==> src/rtl/ldst_mem_issuer_if.sv <==
// Request, memory and writeback signals between the load/store buffer, data memory
// and ROB writeback for ldst_mem_issuer.
interface ldst_mem_issuer_if #(parameter int ROBEN_W = 5);
   logic               in_valid;
   logic               in_ready;
   logic               in_is_store;
   logic [ROBEN_W-1:0] in_ROBEN;
   logic [31:0]        in_base;
   logic [31:0]        in_imm;
   logic [31:0]        in_data;

   logic               mem_Read_en;
   logic               mem_Write_en;
   logic [31:0]        mem_address;
   logic [31:0]        mem_data;
   logic [ROBEN_W-1:0] mem_ROBEN;
   logic [31:0]        mem_base;
   logic [31:0]        mem_imm;
   logic [ROBEN_W-1:0] MEMU_ROBEN;
   logic [31:0]        MEMU_Result;

   logic               out_valid;
   logic               out_ready;
   logic [ROBEN_W-1:0] out_ROBEN;
   logic [31:0]        out_result;
   logic               out_exception;

   modport slave (
      input  in_valid, in_is_store, in_ROBEN, in_base, in_imm, in_data,
      input  MEMU_ROBEN, MEMU_Result, out_ready,
      output in_ready,
      output mem_Read_en, mem_Write_en, mem_address, mem_data, mem_ROBEN, mem_base, mem_imm,
      output out_valid, out_ROBEN, out_result, out_exception
   );

   modport master (
      output in_valid, in_is_store, in_ROBEN, in_base, in_imm, in_data,
      output MEMU_ROBEN, MEMU_Result, out_ready,
      input  in_ready,
      input  mem_Read_en, mem_Write_en, mem_address, mem_data, mem_ROBEN, mem_base, mem_imm,
      input  out_valid, out_ROBEN, out_result, out_exception
   );
endinterface

==> src/rtl/ldst_mem_issuer.sv <==
// In-order load/store issue queue: one memory access in flight, stores wait until
// they reach the ROB head, out-of-range addresses return an exception without a strobe.
module ldst_mem_issuer #(
   parameter int ROBEN_W  = 5,
   parameter int DEPTH    = 4,
   parameter int MEM_SIZE = 2048
) (
   input  logic               clk,
   input  logic               rst,
   input  logic               flush,
   input  logic [ROBEN_W-1:0] ROB_head_ROBEN,
   ldst_mem_issuer_if.slave   bus
);
   localparam int AW = (DEPTH > 1) ? $clog2(DEPTH) : 1;

   typedef struct packed {
      logic               is_store;
      logic [ROBEN_W-1:0] roben;
      logic [31:0]        base;
      logic [31:0]        imm;
      logic [31:0]        data;
   } entry_t;

   typedef enum logic [1:0] {IDLE, REQ, RESP} state_t;

   entry_t             q [DEPTH];
   logic [AW-1:0]      wr_ptr, rd_ptr;
   logic [AW:0]        count;
   state_t             state, state_nxt;

   entry_t             head, in_entry;
   logic [31:0]        head_addr;
   logic               empty, full, head_oor, eligible, push, pop, out_fire;

   logic               rd_en, wr_en;
   logic [31:0]        m_addr, m_data, m_base, m_imm;
   logic [ROBEN_W-1:0] m_roben;
   logic               o_valid, o_exc;
   logic [ROBEN_W-1:0] o_roben;
   logic [31:0]        o_result;

   assign head      = q[rd_ptr];
   assign head_addr = head.base + head.imm;
   assign head_oor  = head_addr > 32'(MEM_SIZE - 1);
   assign empty     = (count == '0);
   assign full      = (count == (AW+1)'(DEPTH));
   assign eligible  = !empty && (!head.is_store || (ROB_head_ROBEN == head.roben));
   assign out_fire  = o_valid && bus.out_ready;
   // in_ready looks only at the registered count, so a same-cycle pop never makes room
   assign push      = bus.in_valid && !full && !flush;

   assign in_entry = '{is_store: bus.in_is_store, roben: bus.in_ROBEN,
                       base: bus.in_base, imm: bus.in_imm, data: bus.in_data};

   always_comb begin
      state_nxt = state;
      pop       = 1'b0;
      case (state)
         IDLE: if (eligible) begin
            pop       = 1'b1;
            state_nxt = head_oor ? RESP : REQ;
         end
         REQ:  state_nxt = RESP;
         RESP: if (out_fire) begin
            if (eligible) begin
               pop       = 1'b1;
               state_nxt = head_oor ? RESP : REQ;
            end else begin
               state_nxt = IDLE;
            end
         end
         default: state_nxt = IDLE;
      endcase
      if (flush) begin
         pop       = 1'b0;
         state_nxt = IDLE;
      end
   end

   always_ff @(posedge clk or negedge rst) begin
      if (!rst) state <= IDLE;
      else      state <= state_nxt;
   end

   always_ff @(posedge clk) begin
      if (push) q[wr_ptr] <= in_entry;
   end

   always_ff @(posedge clk or negedge rst) begin
      if (!rst) begin
         wr_ptr <= '0;
         rd_ptr <= '0;
         count  <= '0;
      end else if (flush) begin
         wr_ptr <= '0;
         rd_ptr <= '0;
         count  <= '0;
      end else begin
         if (push) wr_ptr <= wr_ptr + 1'b1;
         if (pop)  rd_ptr <= rd_ptr + 1'b1;
         count <= count + (AW+1)'(push) - (AW+1)'(pop);
      end
   end

   always_ff @(posedge clk or negedge rst) begin
      if (!rst) begin
         rd_en    <= 1'b0;
         wr_en    <= 1'b0;
         m_addr   <= '0;
         m_data   <= '0;
         m_roben  <= '0;
         m_base   <= '0;
         m_imm    <= '0;
         o_valid  <= 1'b0;
         o_roben  <= '0;
         o_result <= '0;
         o_exc    <= 1'b0;
      end else if (flush) begin
         rd_en   <= 1'b0;
         wr_en   <= 1'b0;
         o_valid <= 1'b0;
      end else if (pop && !head_oor) begin
         rd_en   <= !head.is_store;
         wr_en   <= head.is_store;
         m_addr  <= head_addr;
         m_data  <= head.data;
         m_roben <= head.roben;
         m_base  <= head.base;
         m_imm   <= head.imm;
         o_valid <= 1'b0;
      end else if (pop) begin
         o_valid  <= 1'b1;
         o_exc    <= 1'b1;
         o_result <= '0;
         o_roben  <= head.roben;
      end else if (state == REQ) begin
         // wr_en still marks the access kind for the whole REQ cycle
         rd_en    <= 1'b0;
         wr_en    <= 1'b0;
         o_roben  <= bus.MEMU_ROBEN;
         o_result <= wr_en ? 32'd0 : bus.MEMU_Result;
         o_exc    <= 1'b0;
         o_valid  <= 1'b1;
      end else if (out_fire) begin
         o_valid <= 1'b0;
      end
   end

   assign bus.in_ready      = !full;
   assign bus.mem_Read_en   = rd_en;
   assign bus.mem_Write_en  = wr_en;
   assign bus.mem_address   = m_addr;
   assign bus.mem_data      = m_data;
   assign bus.mem_ROBEN     = m_roben;
   assign bus.mem_base      = m_base;
   assign bus.mem_imm       = m_imm;
   assign bus.out_valid     = o_valid;
   assign bus.out_ROBEN     = o_roben;
   assign bus.out_result    = o_result;
   assign bus.out_exception = o_exc;
endmodule

==> src/flat_wrapper.sv <==
// flat-port wrapper written by rule: the top's interface ports become plain ports
module ldst_mem_issuer_flat 
#(
   parameter int ROBEN_W  = 5,
   parameter int DEPTH    = 4,
   parameter int MEM_SIZE = 2048
)
  (clk, rst, flush, ROB_head_ROBEN, bus_in_valid, bus_in_is_store, bus_in_ROBEN, bus_in_base, bus_in_imm, bus_in_data, bus_MEMU_ROBEN, bus_MEMU_Result, bus_out_ready, bus_in_ready, bus_mem_Read_en, bus_mem_Write_en, bus_mem_address, bus_mem_data, bus_mem_ROBEN, bus_mem_base, bus_mem_imm, bus_out_valid, bus_out_ROBEN, bus_out_result, bus_out_exception);
  ldst_mem_issuer_if #(.ROBEN_W(ROBEN_W)) bus_i ();
  input  logic clk;
  input  logic rst;
  input  logic flush;
  input  logic [ROBEN_W-1:0] ROB_head_ROBEN;
  input wire logic [$bits(bus_i.in_valid)-1:0] bus_in_valid;
  input wire logic [$bits(bus_i.in_is_store)-1:0] bus_in_is_store;
  input wire logic [$bits(bus_i.in_ROBEN)-1:0] bus_in_ROBEN;
  input wire logic [$bits(bus_i.in_base)-1:0] bus_in_base;
  input wire logic [$bits(bus_i.in_imm)-1:0] bus_in_imm;
  input wire logic [$bits(bus_i.in_data)-1:0] bus_in_data;
  input wire logic [$bits(bus_i.MEMU_ROBEN)-1:0] bus_MEMU_ROBEN;
  input wire logic [$bits(bus_i.MEMU_Result)-1:0] bus_MEMU_Result;
  input wire logic [$bits(bus_i.out_ready)-1:0] bus_out_ready;
  output wire logic [$bits(bus_i.in_ready)-1:0] bus_in_ready;
  output wire logic [$bits(bus_i.mem_Read_en)-1:0] bus_mem_Read_en;
  output wire logic [$bits(bus_i.mem_Write_en)-1:0] bus_mem_Write_en;
  output wire logic [$bits(bus_i.mem_address)-1:0] bus_mem_address;
  output wire logic [$bits(bus_i.mem_data)-1:0] bus_mem_data;
  output wire logic [$bits(bus_i.mem_ROBEN)-1:0] bus_mem_ROBEN;
  output wire logic [$bits(bus_i.mem_base)-1:0] bus_mem_base;
  output wire logic [$bits(bus_i.mem_imm)-1:0] bus_mem_imm;
  output wire logic [$bits(bus_i.out_valid)-1:0] bus_out_valid;
  output wire logic [$bits(bus_i.out_ROBEN)-1:0] bus_out_ROBEN;
  output wire logic [$bits(bus_i.out_result)-1:0] bus_out_result;
  output wire logic [$bits(bus_i.out_exception)-1:0] bus_out_exception;
  assign bus_i.in_valid = bus_in_valid;
  assign bus_i.in_is_store = bus_in_is_store;
  assign bus_i.in_ROBEN = bus_in_ROBEN;
  assign bus_i.in_base = bus_in_base;
  assign bus_i.in_imm = bus_in_imm;
  assign bus_i.in_data = bus_in_data;
  assign bus_i.MEMU_ROBEN = bus_MEMU_ROBEN;
  assign bus_i.MEMU_Result = bus_MEMU_Result;
  assign bus_i.out_ready = bus_out_ready;
  assign bus_in_ready = bus_i.in_ready;
  assign bus_mem_Read_en = bus_i.mem_Read_en;
  assign bus_mem_Write_en = bus_i.mem_Write_en;
  assign bus_mem_address = bus_i.mem_address;
  assign bus_mem_data = bus_i.mem_data;
  assign bus_mem_ROBEN = bus_i.mem_ROBEN;
  assign bus_mem_base = bus_i.mem_base;
  assign bus_mem_imm = bus_i.mem_imm;
  assign bus_out_valid = bus_i.out_valid;
  assign bus_out_ROBEN = bus_i.out_ROBEN;
  assign bus_out_result = bus_i.out_result;
  assign bus_out_exception = bus_i.out_exception;
  ldst_mem_issuer #(.ROBEN_W(ROBEN_W), .DEPTH(DEPTH), .MEM_SIZE(MEM_SIZE)) u_core (.clk(clk), .rst(rst), .flush(flush), .ROB_head_ROBEN(ROB_head_ROBEN), .bus(bus_i));
endmodule
==> config.mk <==
export PLATFORM = sky130hd
export DESIGN_NAME = ldst_mem_issuer_flat
export DESIGN_NICKNAME = d
export VERILOG_FILES = /design/src/rtl/ldst_mem_issuer_if.sv /design/src/rtl/ldst_mem_issuer.sv /design/src/flat_wrapper.sv
export SDC_FILE = /design/constraint.sdc
export NUM_CORES = 1
export LEC_CHECK = 0
export BUFFER_PORTS_ARGS = -buffer_cell sky130_fd_sc_hd__buf_2
export CAP_MARGIN = 20
export CORE_AREA = 2 2 243 197
export CTS_CLUSTER_SIZE = 10
export DETAILED_ROUTE_END_ITERATION = 8
export DIE_AREA = 0 0 245 199
export HOLD_SLACK_MARGIN = 0.12
export PLACE_DENSITY = 0.78
export SLEW_MARGIN = 40
export SYNTH_ARGS = -nofsm -noshare
export SYNTH_HDL_FRONTEND = slang
export SYNTH_SLANG_ARGS = --single-unit
==> constraint.sdc <==
create_clock -name clk -period 13.2 [get_ports clk]
set_input_delay 3.3 -clock clk [delete_from_list [all_inputs] [get_ports clk]]
set_output_delay 3.3 -clock clk [all_outputs]
set_load 0.01 [all_outputs]
==> results.py <==
metrics = {
    "worst_setup_path": {
        "worstRegToRegCells": 15,
        "ff2ff_setup_slack_ps": 6650,
        "critical_path_arrival_ps": 7030,
        "crit_top_cell": "buf_4",
        "max_stage_delay_ps": 900,
        "reg2reg_to": "u_core.bus.mem_address[6]",
        "crit_slowest_cell": "dfrtp_4",
        "cp_num_buf_inv": 4,
        "r2r-start": "u_core.rd_ptr[0]",
        "start_kind": "flop",
        "path_cells": "buf_6 > mux4_2 > ha_1 > nand2_1 > o21a_1 > or4_1 > o211ai_1 > o21ai_0 > a2111oi_0 > o211ai_1 > buf_4 > nand4b_1 > buf_4 > buf_4 > mux2_2",
        "criticalPathCategory": "flop to flop",
        "worstSetupEndpointType": "flop",
        "crit_path_max_fanout": 49,
        "cp.required_ps": 13690,
        "cp_top_family": "buffers and inverters",
        "path_depth": 15,
    },
    "clock_network": {
        "clk_pin_slew_ps": 60,
        "cts_tree": "yes",
        "clk_latency_ps": 610,
        "clock_sinks": 591,
        "ctsHoldBuffers": 0,
        "cts_buffers": 69,
        "cts_root_buf": "clkbuf_16",
        "clockBufferDepth": 3,
        "h-tree-depth": 3,
        "cts_resized": 0,
        "postCtsSetupBuffers": 0,
    },
    "die": {
        "dieArea_um2": 48800,
        "die_h_um": 199,
        "die_w_um": 245,
        "num_rows": 71,
        "start_util_pct": 51.3,
        "io_pins": 324,
        "core_area_um2": 46500,
    },
    "grt": {
        "grt_pass1_wl_um": 82800,
        "antenna_found_initial": 12,
        "grt_use_total_pct": 23.0,
        "grt_pass1_vias": 13900,
        "grt_overflow": 0,
        "grt_max_degree": 77,
    },
    "min_path": {
        "worstHoldPathCells": 1,
        "worst_hold_path.endpoint": "u_core.bus.mem_address[14]",
        "hp-class": "flop to flop",
        "hp-start": "u_core.bus.mem_address[14]",
    },
    "synth": {
        "synth-seq-cells": 591,
        "synthCells": 1376,
        "ys_warn_count": 0,
        "synth-edff-count": 408,
        "syn-cell-area_um2": 23800,
        "ys_async_sr_fraction_pct": 31.0,
        "yosysSeqAreaShare_pct": 70.6,
        "synthDistinctLibCells": 62,
        "syn_nets": 1564,
        "synth_ff_type": "edfxtp_1",
        "syn_area_per_cell_um2": 17.3,
    },
    "sta": {
        "holdWs_ps": 477,
        "finalClockSkew_ps": 25.0,
        "setup_slack_ps": 6650,
        "period_share_pct": 49.6,
        "setup_viol": 0,
        "slew_violations": 0,
        "rsz0062_at_grt": "no",
        "fmax_ghz": 0.153,
        "setup-tns-final_ps": 0,
        "post-route-min-period_ps": 6550,
        "slew_headroom_pct": 38.9,
        "hold_viol": 0,
        "worst_slew_pin_slew_ps": 893,
    },
    "final_layout": {
        "fill_cells": 3387,
        "layoutNonFillerInstCount": 2411,
        "final-seq-area_um2": 16800,
        "area_growth_pct": 18.8,
        "layout.nets": 1920,
        "final_layout_size_suffix_gt1_share_pct": 36.4,
        "fin_util_pct": 60.9,
        "multi_input_area_um2": 6720,
    },
    "placed_design": {
        "placed_cells": 2278,
        "dp_hpwl_um": 36400,
        "dp_slack_ps": 6490,
        "gp_congestion": 0.896,
        "port-buffer-count": 323,
    },
    "route": {
        "drc": 0,
        "vias": 13600,
        "routed_wirelength_um": 55500,
        "postRouteAntennaNets": 0,
        "vias_per_cell": 5.66,
        "dr.first_iter.drc_count": 1208,
        "firstDrtPassIters": 5,
        "wire_per_inst_um": 23.0,
    },
    "run": {
        "max_cap_viol_count": 0,
    },
    "pwr": {
        "peakVddDrop_mv": 0.109,
        "p_leak_nw": 11.3,
        "power_density_nw_per_um2": 182,
    },
    "status": {
        "status": "completed",
    },
}
==> cells in the final DEF, fill, tap and decap left out, types with 9 or more instances in the layout <==
cell type | netlist | routed
o211ai_1 | 13 | 13
a211oi_1 | 13 | 13
buf_2 | 15 | 322
nor2_1 | 33 | 32
xnor2_1 | 13 | 13
a21oi_1 | 32 | 32
edfxtp_1 | 408 | 408
mux2_2 | 110 | 110
clkbuf_16 | 0 | 70
inv_1 | 13 | 13
xor2_1 | 9 | 9
nand3_1 | 14 | 14
clkbuf_1 | 33 | 46
ha_1 | 37 | 37
dfrtp_1 | 183 | 181
nand2_1 | 116 | 116
and2_1 | 33 | 29
o21ai_1 | 9 | 9
mux4_2 | 102 | 102
o21ai_0 | 49 | 49
a21o_1 | 12 | 12
==> per-layer routing <==
layer | part of all wire, % | wire length, um | up-vias | track usage, %
met5 | 0.20 | 113 | - | 0
met4 | 1.9 | 1030 | 18 | 5.49
met3 | 7.4 | 4100 | 94 | 6.14
met2 | 47 | 26100 | 509 | 35.8
met1 | 44 | 24200 | 6907 | 32.7
li1 | - | - | 6120 | -
==> state kept, by name, summed over array words and instances (netlist names) <==
name / cells
u_core.q: 408
u_core.bus.mem_address: 32
u_core.bus.mem_base: 32
u_core.bus.mem_data: 32
u_core.bus.mem_imm: 32
u_core.bus.out_result: 32
u_core.bus.mem_ROBEN: 5
u_core.bus.out_ROBEN: 5
u_core.count: 3
u_core.rd_ptr: 2
u_core.state: 2
u_core.wr_ptr: 2
u_core.bus.mem_Read_en: 1
u_core.bus.mem_Write_en: 1
u_core.bus.out_exception: 1
u_core.bus.out_valid: 1
==> where the power goes <==
group / switching [mW] / leakage [nW] / internal [mW]
registers: 0.0546 / 6.23 / 2.09
logic: 0.764 / 4.10 / 0.534
clock network: 0.717 / 0.980 / 1.01
==> through the flow <==
step                      total power, mW  area (um^2)
after floorplan                      3.09        23800
after global placement               3.44        26100
after detailed placement             3.45        26200
after CTS                            5.19        28200
after global routing                 5.40        28300
final                                5.17        28300
==> worst register-to-register path, stage by stage, from the launching register on <==
cell and delay [ps]:
dfrtp_4 900, buf_6 540, mux4_2 680, ha_1 460, nand2_1 160, o21a_1 240
or4_1 590, o211ai_1 140, o21ai_0 120, a2111oi_0 790, o211ai_1 220, buf_4 240
nand4b_1 190, buf_4 320, buf_4 480, mux2_2 370
==> Yosys cell counts (3+ instances only) <==
| cell type | count | area [um^2] |
|---|---|---|
| xor2_1 | 9 | 78.8 |
| mux2_2 | 110 | 1240 |
| and4_1 | 3 | 26.3 |
| a211o_1 | 5 | 43.8 |
| nor2_1 | 33 | 124 |
| edfxtp_1 | 408 | 12300 |
| or2_2 | 3 | 18.8 |
| or3_1 | 6 | 37.5 |
| nor3_1 | 8 | 40.0 |
| a2111oi_0 | 3 | 26.3 |
| a21o_1 | 12 | 90.1 |
| or4_1 | 3 | 22.5 |
| o31ai_1 | 8 | 60.1 |
| buf_1 | 8 | 30.0 |
| o211ai_1 | 13 | 97.6 |
| a211oi_1 | 13 | 97.6 |
| and2_1 | 33 | 206 |
| ha_1 | 37 | 463 |
| nor4_1 | 4 | 25.0 |
| o21bai_1 | 3 | 22.5 |
| a31oi_1 | 3 | 18.8 |
| o21ai_0 | 49 | 245 |
| nor3b_1 | 4 | 30.0 |
| nor2b_1 | 5 | 31.3 |
| and3_1 | 4 | 25.0 |
| nand3_1 | 14 | 70.1 |
| nand2_1 | 116 | 435 |
| dfrtp_1 | 183 | 4580 |
| nand4_1 | 6 | 37.5 |
| a21oi_1 | 32 | 160 |
| o211a_1 | 4 | 40.0 |
| o32ai_1 | 3 | 26.3 |
| o21a_1 | 8 | 60.1 |
| nand2b_1 | 6 | 37.5 |
| clkbuf_1 | 33 | 124 |
| mux4_2 | 102 | 2300 |
| mux2i_1 | 5 | 50.1 |
| o21ai_1 | 9 | 45.0 |
| buf_2 | 15 | 75.1 |
| xnor2_1 | 13 | 114 |
| o221ai_1 | 3 | 26.3 |
| inv_1 | 13 | 48.8 |
==> layout make-up <==
| cell class | instances | area share (%) |
|---|---|---|
| antenna | 5 | 0.0442 |
| clock buffer | 118 | 6.89 |
| clock inverter | 7 | 0.362 |
| inverter | 13 | 0.172 |
| multi-input combinational | 714 | 23.7 |
| sequential | 591 | 59.5 |
| tap | 620 | 2.74 |
| timing repair buffer | 343 | 6.58 |
==> worst max path at each step <==
stage                                      endpoint        startpoint  slack [ps]
final                     u_core.bus.mem_address[6]  u_core.rd_ptr[0]        6650
after global routing      u_core.bus.mem_address[7]  u_core.rd_ptr[0]        6340
after CTS                 u_core.bus.mem_address[6]  u_core.rd_ptr[0]        6470
after detailed placement  u_core.bus.mem_address[6]  u_core.rd_ptr[0]        6490
after global placement        u_core.bus.mem_imm[0]  u_core.rd_ptr[0]        6420
after floorplan                      u_core.q[0][0]      bus_in_valid        6770
==> cells by family after synthesis <==
logic type | share of synthesized area, %
XOR/XNOR | 0.809
AO/OA/AOI/OAI | 5.09
flip-flops | 70.6
AND/OR/NAND/NOR | 5.01
multiplexers | 15.1
adder cells (fa/ha/maj) | 2.11
buffers and inverters | 1.26
No activity file was read; power rests on OpenSTA's default activity.
